**src/rtl/clkdiv_rr_mux.sv**
```systemverilog
// Programmable clock divider that captures one of NCH channels into `out` on every
// divided-clock toggle, round-robin. Optional `hold` input via CLKDIV_HOLD_EN.
module clkdiv_rr_mux #(
  parameter int unsigned WIDTH = 8,
  parameter int unsigned NCH   = 2,
  parameter int unsigned CNT_W = 8
) (
  input  logic                                        clk,
  input  logic                                        reset,
`ifdef CLKDIV_HOLD_EN
  input  logic                                        hold,
`endif
  input  logic [CNT_W-1:0]                            half_per,
  input  logic [NCH*WIDTH-1:0]                        din,
  output logic                                        clk_out,
  output logic                                        edge_stb,
  output logic [((NCH > 2) ? $clog2(NCH) : 1)-1:0]    ch_idx,
  output logic [WIDTH-1:0]                            out
);

  localparam int unsigned IDX_W = (NCH > 2) ? $clog2(NCH) : 1;

  if (NCH < 2 || NCH > 16) begin : g_nch_range
    $error("clkdiv_rr_mux: NCH must be within 2..16");
  end

  logic [CNT_W-1:0] cnt_q, cnt_d;
  logic [CNT_W-1:0] half_q, half_d;
  logic [IDX_W-1:0] ptr_q, ptr_d;
  logic [IDX_W-1:0] ch_idx_q, ch_idx_d;
  logic [WIDTH-1:0] out_q, out_d;
  logic             clk_out_q, clk_out_d;
  logic             edge_stb_q, edge_stb_d;

  logic [CNT_W-1:0] half_eff_c;
  logic             run_c;
  logic             term_c;
  logic [WIDTH-1:0] chan_c;

  // A programmed half-period of 0 behaves as 1.
  assign half_eff_c = (half_per == '0) ? CNT_W'(1) : half_per;

`ifdef CLKDIV_HOLD_EN
  assign run_c = ~hold;
`else
  assign run_c = 1'b1;
`endif

  assign term_c = (cnt_q == (half_q - CNT_W'(1)));
  assign chan_c = din[int'(ptr_q)*WIDTH +: WIDTH];

  // Next-state: count up, or toggle and capture the next channel at the terminal count.
  always_comb begin
    cnt_d      = cnt_q;
    half_d     = half_q;
    ptr_d      = ptr_q;
    ch_idx_d   = ch_idx_q;
    out_d      = out_q;
    clk_out_d  = clk_out_q;
    edge_stb_d = 1'b0;
    if (run_c) begin
      if (term_c) begin
        clk_out_d  = ~clk_out_q;
        edge_stb_d = 1'b1;
        out_d      = chan_c;
        ch_idx_d   = ptr_q;
        ptr_d      = (ptr_q == IDX_W'(NCH - 1)) ? '0 : ptr_q + IDX_W'(1);
        cnt_d      = '0;
        half_d     = half_eff_c;
      end else begin
        cnt_d = cnt_q + CNT_W'(1);
      end
    end
  end

  always_ff @(posedge clk) begin
    if (reset) begin
      cnt_q      <= '0;
      half_q     <= half_eff_c;
      ptr_q      <= '0;
      ch_idx_q   <= '0;
      out_q      <= '0;
      clk_out_q  <= 1'b0;
      edge_stb_q <= 1'b0;
    end else begin
      cnt_q      <= cnt_d;
      half_q     <= half_d;
      ptr_q      <= ptr_d;
      ch_idx_q   <= ch_idx_d;
      out_q      <= out_d;
      clk_out_q  <= clk_out_d;
      edge_stb_q <= edge_stb_d;
    end
  end

  assign clk_out  = clk_out_q;
  assign edge_stb = edge_stb_q;
  assign ch_idx   = ch_idx_q;
  assign out      = out_q;

endmodule

```
**config.mk**
```make
export PLATFORM = sky130hd
export DESIGN_NAME = clkdiv_rr_mux
export DESIGN_NICKNAME = d
export VERILOG_FILES = /design/src/rtl/clkdiv_rr_mux.sv
export SDC_FILE = /design/constraint.sdc
export NUM_CORES = 1
export LEC_CHECK = 0
export ABC_AREA = 1
export BUFFER_PORTS_ARGS = -buffer_cell sky130_fd_sc_hd__buf_2
export CORE_UTILIZATION = 52
export CTS_CLUSTER_SIZE = 10
export DETAILED_ROUTE_END_ITERATION = 7
export GPL_TIMING_DRIVEN = 0
export PLACE_DENSITY_LB_ADDON = 0.2
export RECOVER_POWER = 100
export SLEW_MARGIN = 0
export SYNTH_ARGS = -nofsm -noshare
export SYNTH_HDL_FRONTEND = slang
export SYNTH_SLANG_ARGS = --single-unit
```
**constraint.sdc**
```tcl
create_clock -name clk -period 2.3 [get_ports clk]
set_clock_uncertainty 0.2 [all_clocks]
set_input_delay 0.46 -clock clk [delete_from_list [all_inputs] [get_ports clk]]
set_output_delay 0.46 -clock clk [all_outputs]
set_load 0.1 [all_outputs]
```
==> metrics.cfg <==
[routing]
num_vias=1321
routed_wl_um=2790
drt_pre_antenna_iters=4
wire_per_inst_um=10.2
via_per_inst=4.82
first_iter_violations=21
drc=0
postRouteAntennaNets=0

[placement]
gp_congestion=0.855
dp_slack_ns=-0.0983
hpwl_um=2130
io_buffers=36

[setup_path]
worstPathRequired_ns=2.15
critPathSlowestCell=edfxtp_1
cp-end-kind=flip-flop
cpMostUsedCell=nand2_1
cp-start-kind=flip-flop
critPathTopFamily=simple AND/OR/NAND/NOR gates
cp_max_fo=16
arrival_ns=1.96
cpPeakStageDelay_ns=0.43
worst-setup-path-type=reg -> reg
crit_buf_inv=1
crit_chain=inv_1 > ha_2 > nand2_1 > nand2_1 > nor2_1 > nand3_1 > nor2_4 > nand3_4 > nand2_8

[cts]
clockBufferDepth=2
root_buffer=clkbuf_4
cts_max_level=1
cts_made_buffers=3
cts_tree=done
ctsHoldBuffers=0
clkSinkCount=28
clk_latency_ns=0.32
path_clk_slew_ns=0.14

[synthesis]
synth_compound_area_share_pct=4.56
async_flop_share_pct=0
synth_top_area_share_pct=27.0
netlist_top_cells_count=68 x nand2_1, 20 x dfxtp_1, 20 x inv_1, 15 x nor2_1
synth_top_family_by_area=simple AND/OR/NAND/NOR gates
ys.flop_type=dfxtp_1
yosys_warnings=0
yosys.area_share.xor_xnor_pct=4.73
yosysTopAreaCell=dfxtp_1
synth.most_common_cell=nand2_1
synth-simple-area-share_pct=37.2
ys_types=26
synth_area_um2=1480
synthCells=202
synthesis.nets=230
synth.area.top_cells=dfxtp_1 27%, nand2_1 17%, edfxtp_1 16%
synth-edff-count=8
synthMuxAreaShare_pct=0
syn_avg_cell_area_um2=7.34
synthAdderAreaFrac_pct=1.69
seq_area_frac_synth_pct=43.2
ys_ff_latch=28

[floorplanning]
ios=37
start_util_pct=57.2
die_w_um=55.4
coreArea_um2=2590
die_h_um=55.4
dieArea_um2=3070
fp-row-count=18

[global_route]
grt.overflow.total=0
grt_first_pass_wirelength_um=4710
grt_antenna_before_repair=0
grt_pass1_vias=1178
grt_max_degree=17
track_usage_pct=18.5

[worst_hold_path]
hp-class=in -> reg

[sta]
rsz0062_at_grt=no
maxSlewHeadroom_pct=63.6
drv_slew=0
finalCritPeriodShare_pct=91.7
timing.fmax_mhz=474
min_period_ns=2.11
max_slew.worst_pin.slew_ns=0.548
finalSetupViolCount=0
finalSetupTns_ns=0
hold_violations=0
finalWorstSetupSlack_ns=0.191

[finish]
nets=273
syn2layout_area_growth_pct=18.2
layout-drive-gt1-share_pct=21.7
diodes=0

[flow_run]
maxCapViolCount=0

[power]
vdd_ir_drop_max_v=0.000324
power-per-cell-area_nw_per_um2=493
power.leakage_nw=0.808

[outcome]
outcome=finished clean

## kinds of logic after synthesis
group | Yosys count
AOI/OAI and AO/OA | 13
xor gates and xnor gates | 8
adders and majority gates | 2
buffers and inverters | 32
DFF | 28
and+or+nand+nor | 119
## where the power goes
part           leakage (nW)  internal [mW]  switching (mW)  total (mW)
Combinational         0.553         0.0502          0.0736       0.124
Sequential            0.240          0.522          0.0135       0.536
Clock                0.0150         0.0680           0.138       0.206
Total                 0.808          0.640           0.225       0.865
## sequential cells by signal, summed over array words and instances (netlist names)
| register | flops |
|---|---|
| cnt_q | 8 |
| half_q | 8 |
| out | 8 |
| ch_idx | 1 |
| clk_out | 1 |
| edge_stb | 1 |
| ptr_q | 1 |
## area by class of cell
type / instances / area (um^2)
Clock buffer: 4 / 26.3
Tap cell: 30 / 37.5
Buffer: 10 / 45.0
Multi-Input combinational cell: 142 / 728
Timing Repair Buffer: 38 / 193
Fill cell: 242 / 837
Sequential cell: 28 / 641
Inverter: 22 / 82.6
## layer usage
layer / global-route usage [%] / vias up / part of all wire [%]
met5: 0 / - / 0
met4: 5.36 / 0 / 0.54
met3: 2.11 / 2 / 2.7
met2: 31.8 / 22 / 48
met1: 24.5 / 579 / 49
li1: - / 718 / -
## stage by stage
stage	hold WS [ns]	power, mW	instance area [um^2]	instances	utilization, %
after CTS	0.110	0.866	1740	273	67.1
after global routing	0.111	0.901	1750	274	67.7
after floorplan	0.241	0.625	1480	202	-
after detailed placement	0.250	0.664	1700	268	65.7
after global placement	0.245	0.661	1700	268	65.7
final	0.111	0.865	1750	274	67.7
## layout by cell type, fill, tap and decap left out
cell type,Yosys,final
nand2_1,68,69
nand4_1,9,9
xor2_1,5,5
nor4_1,1,1
nand3_4,1,1
dfxtp_1,20,20
a21o_1,1,1
nor2_1,15,15
nand3_1,10,10
clkbuf_2,0,11
xnor2_1,3,3
clkinv_1,1,1
buf_4,0,2
clkbuf_4,0,3
nand3_2,1,1
nand3b_1,1,1
o21ai_0,1,1
a21oi_1,10,10
ha_2,0,1
buf_6,1,1
inv_2,1,1
inv_1,20,20
clkbuf_1,9,12
ha_1,2,1
buf_2,0,23
nand2_8,0,1
nor2_4,3,3
nor3_1,3,3
edfxtp_1,8,8
nor2_2,5,5
o21ai_1,1,1
## path summary, 6_finish.rpt
kind	from	end	slack [ns]	cells past startpoint
worst max-delay path	half_q[0]	half_q[7]	0.19	9
worst min-delay path	reset	edge_stb	0.11	2
worst max register to register	half_q[0]	half_q[7]	0.19	9
worst min register to register	ch_idx	ch_idx	0.27	2
## timing repair
action                     4_1_cts  5_1_grt
setup buffers                    1        1
setup endpoints to repair        8        8
pin swaps                        1        2
resized for setup                1        2
Note: power is estimated with default switching activity, not from simulation.
